## src/rtl/lm_sm_sequencer_if.sv

```systemverilog
// rtl/lm_sm_sequencer_if.sv - IF/ID-side handshake bundle between pipeline and LM/SM sequencer
interface lm_sm_sequencer_if;
    logic [15:0] id_ir;
    logic        id_valid;
    logic        stall;
    logic        flush;
    logic        pc_write;
    logic        ir_load_mux;
    logic [15:0] new_ir_multi;
    logic        first_multiple;
    logic        last_multiple;
    logic        busy;
    logic        zero_mask_flush;

    // Pipeline / hazard-unit side: presents the instruction and hold/abort controls
    modport master (
        output id_ir,
        output id_valid,
        output stall,
        output flush,
        input  pc_write,
        input  ir_load_mux,
        input  new_ir_multi,
        input  first_multiple,
        input  last_multiple,
        input  busy,
        input  zero_mask_flush
    );

    // Sequencer side
    modport slave (
        input  id_ir,
        input  id_valid,
        input  stall,
        input  flush,
        output pc_write,
        output ir_load_mux,
        output new_ir_multi,
        output first_multiple,
        output last_multiple,
        output busy,
        output zero_mask_flush
    );
endinterface

```

## src/rtl/lm_sm_sequencer.sv

```systemverilog
// rtl/lm_sm_sequencer.sv - LM/SM expander into single-register micro-ops (optional LCA_LM_BASE_LAST_EN)
module lm_sm_sequencer (
    input  logic             clk,
    input  logic             reset,
    lm_sm_sequencer_if.slave bus
);
    localparam logic [3:0] OP_LM = 4'b0110;
    localparam logic [3:0] OP_SM = 4'b0111;

    typedef enum logic {
        S_IDLE = 1'b0,
        S_RUN  = 1'b1
    } state_t;

    state_t      state;
    logic [7:0]  mask;
    logic [3:0]  op_q;
    logic [2:0]  ra_q;
`ifdef LCA_LM_BASE_LAST_EN
    logic [7:0]  orig_mask;
`else
    logic [2:0]  offset;
`endif

    logic        ir_load_mux_q;
    logic [15:0] new_ir_multi_q;
    logic        first_q;
    logic        last_q;
    logic        busy_q;
    logic        zmf_q;

    logic        is_lm_sm;
    logic        detect;
    logic [7:0]  src_mask;
    logic [3:0]  src_op;
    logic [2:0]  src_ra;
    logic [7:0]  ra_bit;
    logic [7:0]  walk_mask;
    logic [2:0]  sel_idx;
    logic [7:0]  rem_mask;
    logic [2:0]  sel_off;
    logic [15:0] uop;
`ifdef LCA_LM_BASE_LAST_EN
    logic [7:0]  base_mask;
`endif

    // Bit 8 of an LM/SM word carries no meaning for the sequencer
    logic unused_ir_bit;
    assign unused_ir_bit = bus.id_ir[8];

    assign is_lm_sm = (bus.id_ir[15:12] == OP_LM) || (bus.id_ir[15:12] == OP_SM);
    assign detect   = bus.id_valid && is_lm_sm && (state == S_IDLE) && !bus.flush;

    // Pick the next register from either the incoming word (first micro-op) or the latched remainder
    always_comb begin
        src_mask = mask;
        src_op   = op_q;
        src_ra   = ra_q;
`ifdef LCA_LM_BASE_LAST_EN
        base_mask = orig_mask;
`endif
        if (state == S_IDLE) begin
            src_mask = bus.id_ir[7:0];
            src_op   = bus.id_ir[15:12];
            src_ra   = bus.id_ir[11:9];
`ifdef LCA_LM_BASE_LAST_EN
            base_mask = bus.id_ir[7:0];
`endif
        end

        ra_bit    = 8'b1 << src_ra;
        walk_mask = src_mask;
`ifdef LCA_LM_BASE_LAST_EN
        // Loading the base register early would corrupt later addresses, so hold it back until alone
        if ((src_op == OP_LM) && ((src_mask & ra_bit) != 8'h00) && ((src_mask & ~ra_bit) != 8'h00)) begin
            walk_mask = src_mask & ~ra_bit;
        end
`endif

        sel_idx = 3'd0;
        for (int k = 7; k >= 0; k--) begin
            if (walk_mask[k]) begin
                sel_idx = 3'(k);
            end
        end
        rem_mask = src_mask & ~(8'b1 << sel_idx);

`ifdef LCA_LM_BASE_LAST_EN
        // Offset is the register's rank in the original mask, independent of issue order
        sel_off = 3'd0;
        for (int k = 0; k < 8; k++) begin
            if ((k < int'(sel_idx)) && base_mask[k]) begin
                sel_off = sel_off + 3'd1;
            end
        end
`else
        sel_off = (state == S_IDLE) ? 3'd0 : offset;
`endif

        uop = {src_op, src_ra, sel_idx, 3'b000, sel_off};
    end

    // Sequencer FSM: flush beats stall beats normal progress; all outputs registered here
    always_ff @(posedge clk or negedge reset) begin
        if (!reset) begin
            state          <= S_IDLE;
            mask           <= 8'h00;
            op_q           <= 4'h0;
            ra_q           <= 3'd0;
`ifdef LCA_LM_BASE_LAST_EN
            orig_mask      <= 8'h00;
`else
            offset         <= 3'd0;
`endif
            ir_load_mux_q  <= 1'b0;
            new_ir_multi_q <= 16'h0000;
            first_q        <= 1'b0;
            last_q         <= 1'b0;
            busy_q         <= 1'b0;
            zmf_q          <= 1'b0;
        end else if (bus.flush) begin
            state         <= S_IDLE;
            mask          <= 8'h00;
`ifndef LCA_LM_BASE_LAST_EN
            offset        <= 3'd0;
`endif
            ir_load_mux_q <= 1'b0;
            first_q       <= 1'b0;
            last_q        <= 1'b0;
            busy_q        <= 1'b0;
            zmf_q         <= 1'b0;
        end else if (!bus.stall) begin
            case (state)
                S_IDLE: begin
                    ir_load_mux_q <= 1'b0;
                    first_q       <= 1'b0;
                    last_q        <= 1'b0;
                    busy_q        <= 1'b0;
                    zmf_q         <= 1'b0;
                    if (detect) begin
                        if (bus.id_ir[7:0] == 8'h00) begin
                            zmf_q <= 1'b1;
                        end else begin
                            // First micro-op goes out on the accepting edge itself
                            op_q           <= bus.id_ir[15:12];
                            ra_q           <= bus.id_ir[11:9];
`ifdef LCA_LM_BASE_LAST_EN
                            orig_mask      <= bus.id_ir[7:0];
`else
                            offset         <= 3'd1;
`endif
                            mask           <= rem_mask;
                            new_ir_multi_q <= uop;
                            ir_load_mux_q  <= 1'b1;
                            first_q        <= 1'b1;
                            last_q         <= (rem_mask == 8'h00);
                            busy_q         <= 1'b1;
                            state          <= S_RUN;
                        end
                    end
                end
                S_RUN: begin
                    if (last_q) begin
                        // Last micro-op has been consumed; release the PC
                        state         <= S_IDLE;
                        ir_load_mux_q <= 1'b0;
                        first_q       <= 1'b0;
                        last_q        <= 1'b0;
                        busy_q        <= 1'b0;
                    end else begin
                        mask           <= rem_mask;
`ifndef LCA_LM_BASE_LAST_EN
                        offset         <= offset + 3'd1;
`endif
                        new_ir_multi_q <= uop;
                        first_q        <= 1'b0;
                        last_q         <= (rem_mask == 8'h00);
                    end
                end
                default: state <= S_IDLE;
            endcase
        end
    end

    // A zero-mask LM/SM is dropped by flush request, so fetch need not hold for it
    assign bus.pc_write        = ~((detect && (bus.id_ir[7:0] != 8'h00)) || busy_q);
    assign bus.ir_load_mux     = ir_load_mux_q;
    assign bus.new_ir_multi    = new_ir_multi_q;
    assign bus.first_multiple  = first_q;
    assign bus.last_multiple   = last_q;
    assign bus.busy            = busy_q;
    assign bus.zero_mask_flush = zmf_q;
endmodule
```

## src/flat_wrapper.sv

```systemverilog
// flat-port wrapper written by rule: the top's interface ports become plain ports
module lm_sm_sequencer_flat 
  (clk, reset, bus_id_ir, bus_id_valid, bus_stall, bus_flush, bus_pc_write, bus_ir_load_mux, bus_new_ir_multi, bus_first_multiple, bus_last_multiple, bus_busy, bus_zero_mask_flush);
  lm_sm_sequencer_if bus_i ();
  input  logic clk;
  input  logic reset;
  input wire logic [$bits(bus_i.id_ir)-1:0] bus_id_ir;
  input wire logic [$bits(bus_i.id_valid)-1:0] bus_id_valid;
  input wire logic [$bits(bus_i.stall)-1:0] bus_stall;
  input wire logic [$bits(bus_i.flush)-1:0] bus_flush;
  output wire logic [$bits(bus_i.pc_write)-1:0] bus_pc_write;
  output wire logic [$bits(bus_i.ir_load_mux)-1:0] bus_ir_load_mux;
  output wire logic [$bits(bus_i.new_ir_multi)-1:0] bus_new_ir_multi;
  output wire logic [$bits(bus_i.first_multiple)-1:0] bus_first_multiple;
  output wire logic [$bits(bus_i.last_multiple)-1:0] bus_last_multiple;
  output wire logic [$bits(bus_i.busy)-1:0] bus_busy;
  output wire logic [$bits(bus_i.zero_mask_flush)-1:0] bus_zero_mask_flush;
  assign bus_i.id_ir = bus_id_ir;
  assign bus_i.id_valid = bus_id_valid;
  assign bus_i.stall = bus_stall;
  assign bus_i.flush = bus_flush;
  assign bus_pc_write = bus_i.pc_write;
  assign bus_ir_load_mux = bus_i.ir_load_mux;
  assign bus_new_ir_multi = bus_i.new_ir_multi;
  assign bus_first_multiple = bus_i.first_multiple;
  assign bus_last_multiple = bus_i.last_multiple;
  assign bus_busy = bus_i.busy;
  assign bus_zero_mask_flush = bus_i.zero_mask_flush;
  lm_sm_sequencer u_core (.clk(clk), .reset(reset), .bus(bus_i));
endmodule
```

## config.mk

```make
export PLATFORM = sky130hd
export DESIGN_NAME = lm_sm_sequencer_flat
export DESIGN_NICKNAME = d
export VERILOG_FILES = /design/src/rtl/lm_sm_sequencer_if.sv /design/src/rtl/lm_sm_sequencer.sv /design/src/flat_wrapper.sv
export SDC_FILE = /design/constraint.sdc
export NUM_CORES = 1
export LEC_CHECK = 0
export CELL_PAD_IN_SITES_DETAIL_PLACEMENT = 0
export CELL_PAD_IN_SITES_GLOBAL_PLACEMENT = 1
export CORE_ASPECT_RATIO = 0.8
export CORE_MARGIN = 4
export CORE_UTILIZATION = 41
export CTS_CLUSTER_DIAMETER = 40
export DETAILED_ROUTE_END_ITERATION = 16
export HOLD_SLACK_MARGIN = 0.12
export PLACE_DENSITY = 0.82
export RECOVER_POWER = 25
export SLEW_MARGIN = 0
export SYNTH_ARGS = -nofsm -noshare
export SYNTH_HDL_FRONTEND = slang
export SYNTH_SLANG_ARGS = --single-unit
```

## constraint.sdc

```tcl
create_clock -name clk -period 4.5 [get_ports clk]
set_clock_uncertainty 0.05 [all_clocks]
set_input_delay 0.45 -clock clk [delete_from_list [all_inputs] [get_ports clk]]
set_output_delay 0.45 -clock clk [all_outputs]
set_load 0.05 [all_outputs]
```

==> run_results.csv <==
group,metric,value,unit
outcome,status,"finished with violations",
outcome,failed_checks,"max-capacitance violations, max-slew violations",
drt,dr_total_vias,1663,
yosys,synth_area,2040,µm²
sta,hold_viol_final,0,
sta,tns,0,ns
cts,hold_buffers,0,
yosys,syn_area_per_cell,9.57,µm²
setup_path,rrSetupSlack,1.70,ns
setup_path,cp-start-kind,"flop",
drt,vias_per_cell,5.36,
cts,clockBufferDepth,2,
global_route,grt_pass1_wl,8.13,mm
setup_path,cp.required,4.00,ns
setup_path,crit_chain,"nor3_1 -> a21oi_1 -> clkdlybuf4s50_1",
cts,cts_sinks,36,
cts,htree_levels,2,
floorplanning,die_width,86.8,µm
min_path,hold_start,"u_core.op_q[2]",
cts,insertion_delay,0.29,ns
cts,cts_inserted_buffers,5,
yosys,ys_async_sr_fraction,100,%
layout,layout_commonest_cell,"clkdlybuf4s50_1",
global_route,first_global_vias,1680,
sta,report.final.setup_viol,0,
cts,cts-resized-gates,0,
setup_path,max_stage_delay,1.02,ns
flow_run,maxCapViolCount,1,
cts,cts_tree,"done",
layout,final_core_util,53.9,%
cts,post_cts.repair.setup_buffers,0,
floorplanning,die_area,6170,µm²
setup_path,crit_path_end_kind,"primary output",
cts,cts-root-buf,"clkbuf_8",
sta,tightest_slew,1.94,ns
floorplanning,start_util,43.3,%
placement,dp_slack,1.68,ns
drt,first_pass_iters,4,
setup_path,crit_fanout,26,
drt,drt_wl_total,4.80,mm
layout,layout.nets,271,
global_route,grt-ovfl-total,0,
yosys,synth_edf_count,0,
sta,drv_slew,37,
global_route,antenna_found_initial,0,
floorplanning,core,4710,µm²
drt,wl_per_cell,15.5,µm
sta,finalCritPeriodShare,68.9,%
sta,whs,0.435,ns
yosys,yosysWarnings,0,
pwr,leakagePower,1.02,nW
layout,antenna_cells,0,
drt,ant_nets,0,
setup_path,critPathLaunch,"u_core.state",
setup_path,worstReg2RegStart,"u_core.state",
placement,dpl.hpwl,3.35,mm
pwr,fin_total_pwr,919,µW
sta,fin_ws,1.40,ns
sta,fmax,322,MHz
floorplanning,num_rows,22,
layout,drive_above_1_share,13.2,%
sta,relSlewSlack,-29.3,%
layout,mostFrequentLayoutCells,"37 x clkdlybuf4s50_1, 36 x dfrtp_1, 21 x nor2_1, 21 x a21oi_1, 13 x o21ai_0",
placement,io_buffers,38,
drt,drc,0,
yosys,seq_area_frac_synth,44.2,%
floorplanning,die_y,71.1,µm
global_route,track_usage,16.7,%
cts,clk_pin_slew,0.07,ns
pwr,power.density,362,nW/µm²
yosys,syn_inst,213,
yosys,synth_cell_type_count,51,
setup_path,crit_type,"flop to primary output",
min_path,min_path_type,"flop to flop",
setup_path,slowest_stage,"dfrtp_1",
placement,routabilityCongestion,0.877,
drt,drtIter0Drc,160,
floorplanning,ios,43,
layout,area_growth,24.4,%
layout,num-fill-cells,441,
global_route,grt_max_degree,37,
yosys,ys.flop_type,"dfrtp_1",
sta,rsz0062_at_grt,"false",
sta,finalCriticalPeriod,3.10,ns
yosys,synth-seq-cells,36,
pwr,ir_drop,286,µV
setup_path,cp_data_arrival_time,2.60,ns
==> cells by family after synthesis <==
family | count (synthesis) | synth area share, %
adder cells (fa/ha/maj) | 1 | 0.614
buffers and inverters | 22 | 6.32
multiplexers | 19 | 10.2
AO/OA/AOI/OAI | 57 | 18.2
other | 1 | 0.184
AND/OR/NAND/NOR | 77 | 20.3
flip-flops | 36 | 44.2
==> stage by stage <==
| stage | cell area (µm²) | cells |
|---|---|---|
| after floorplan | 2050 | 215 |
| after global placement | 2430 | 302 |
| after detailed placement | 2430 | 302 |
| after CTS | 2540 | 310 |
| after global routing | 2540 | 310 |
| final | 2540 | 310 |
==> where the power goes <==
part	leakage [nW]	internal [mW]	total, mW	switching, mW
Combinational	0.496	0.0935	0.254	0.160
Sequential	0.472	0.361	0.382	0.0208
Clock	0.0552	0.164	0.284	0.119
Total	1.02	0.619	0.919	0.300
==> synthesized netlist by cell type, drive strengths merged, types with 3 or more instances <==
cell type	count	share of area, %
mux2	11	6.3
dfrtp	36	44
inv	6	1.1
o211ai	3	1.1
buf	13	4.2
nand2b	4	1.6
o21ai	14	3.4
nor3	6	2.0
mux2i	8	3.9
and2	3	0.92
nor2b	5	1.5
nor3b	3	1.1
or2	5	1.5
clkbuf	3	1.0
nor2	21	3.9
nand2	11	2.0
nand3	11	2.7
a31oi	3	0.92
a21oi	21	5.2
==> flip-flops by register name (all words and copies together), names as in the netlist <==
signal,cells
u_core.mask,8
u_core.op_q,4
u_core.bus.zero_mask_flush,1
u_core.bus.new_ir_multi,13
u_core.state,1
u_core.ra_q,3
u_core.offset,3
u_core.bus.last_multiple,1
u_core.bus.ir_load_mux,1
u_core.bus.first_multiple,1
==> cell type report <==
cell class | count | area (µm²) | area share [%]
repair buffers | 43 | 414 | 16.3
well taps | 60 | 75.1 | 2.96
flip-flops and latches | 36 | 901 | 35.5
inverters | 6 | 22.5 | 0.888
clock inverters | 2 | 35.0 | 1.38
clock buffers | 6 | 72.6 | 2.86
multi-input cells | 157 | 1020 | 40.1
==> final timing paths <==
path | endpoint | cells past startpoint
setup / recovery | bus_pc_write | 3
hold / removal | u_core.op_q[2] | 1
setup reg to reg | u_core.mask[6] | 5
hold reg to reg | u_core.op_q[2] | 1
max in group asynchronous | u_core.bus.last_multiple | 2
min in group asynchronous | u_core.bus.new_ir_multi[9] | 2
==> critical path: cells and delay by family, from the launching register on <==
| family | cells | cell delay (ns) |
|---|---|---|
| compound gates | 1 | 0.19 |
| flops | 1 | 1.02 |
| buf+inv | 1 | 0.84 |
| simple gates | 1 | 0.26 |
==> routing by layer <==
| metal | vias to the layer above | wire, µm | GRT usage [%] | part of all wire, % |
|---|---|---|---|---|
| met5 | - | 0 | 0 | 0 |
| met4 | 0 | 76 | 6.75 | 1.6 |
| met3 | 7 | 404 | 5.36 | 8.4 |
| met2 | 58 | 1960 | 24.6 | 41 |
| met1 | 766 | 2360 | 22.7 | 49 |
| li1 | 832 | - | - | - |
(Power assumes the default switching activity.)
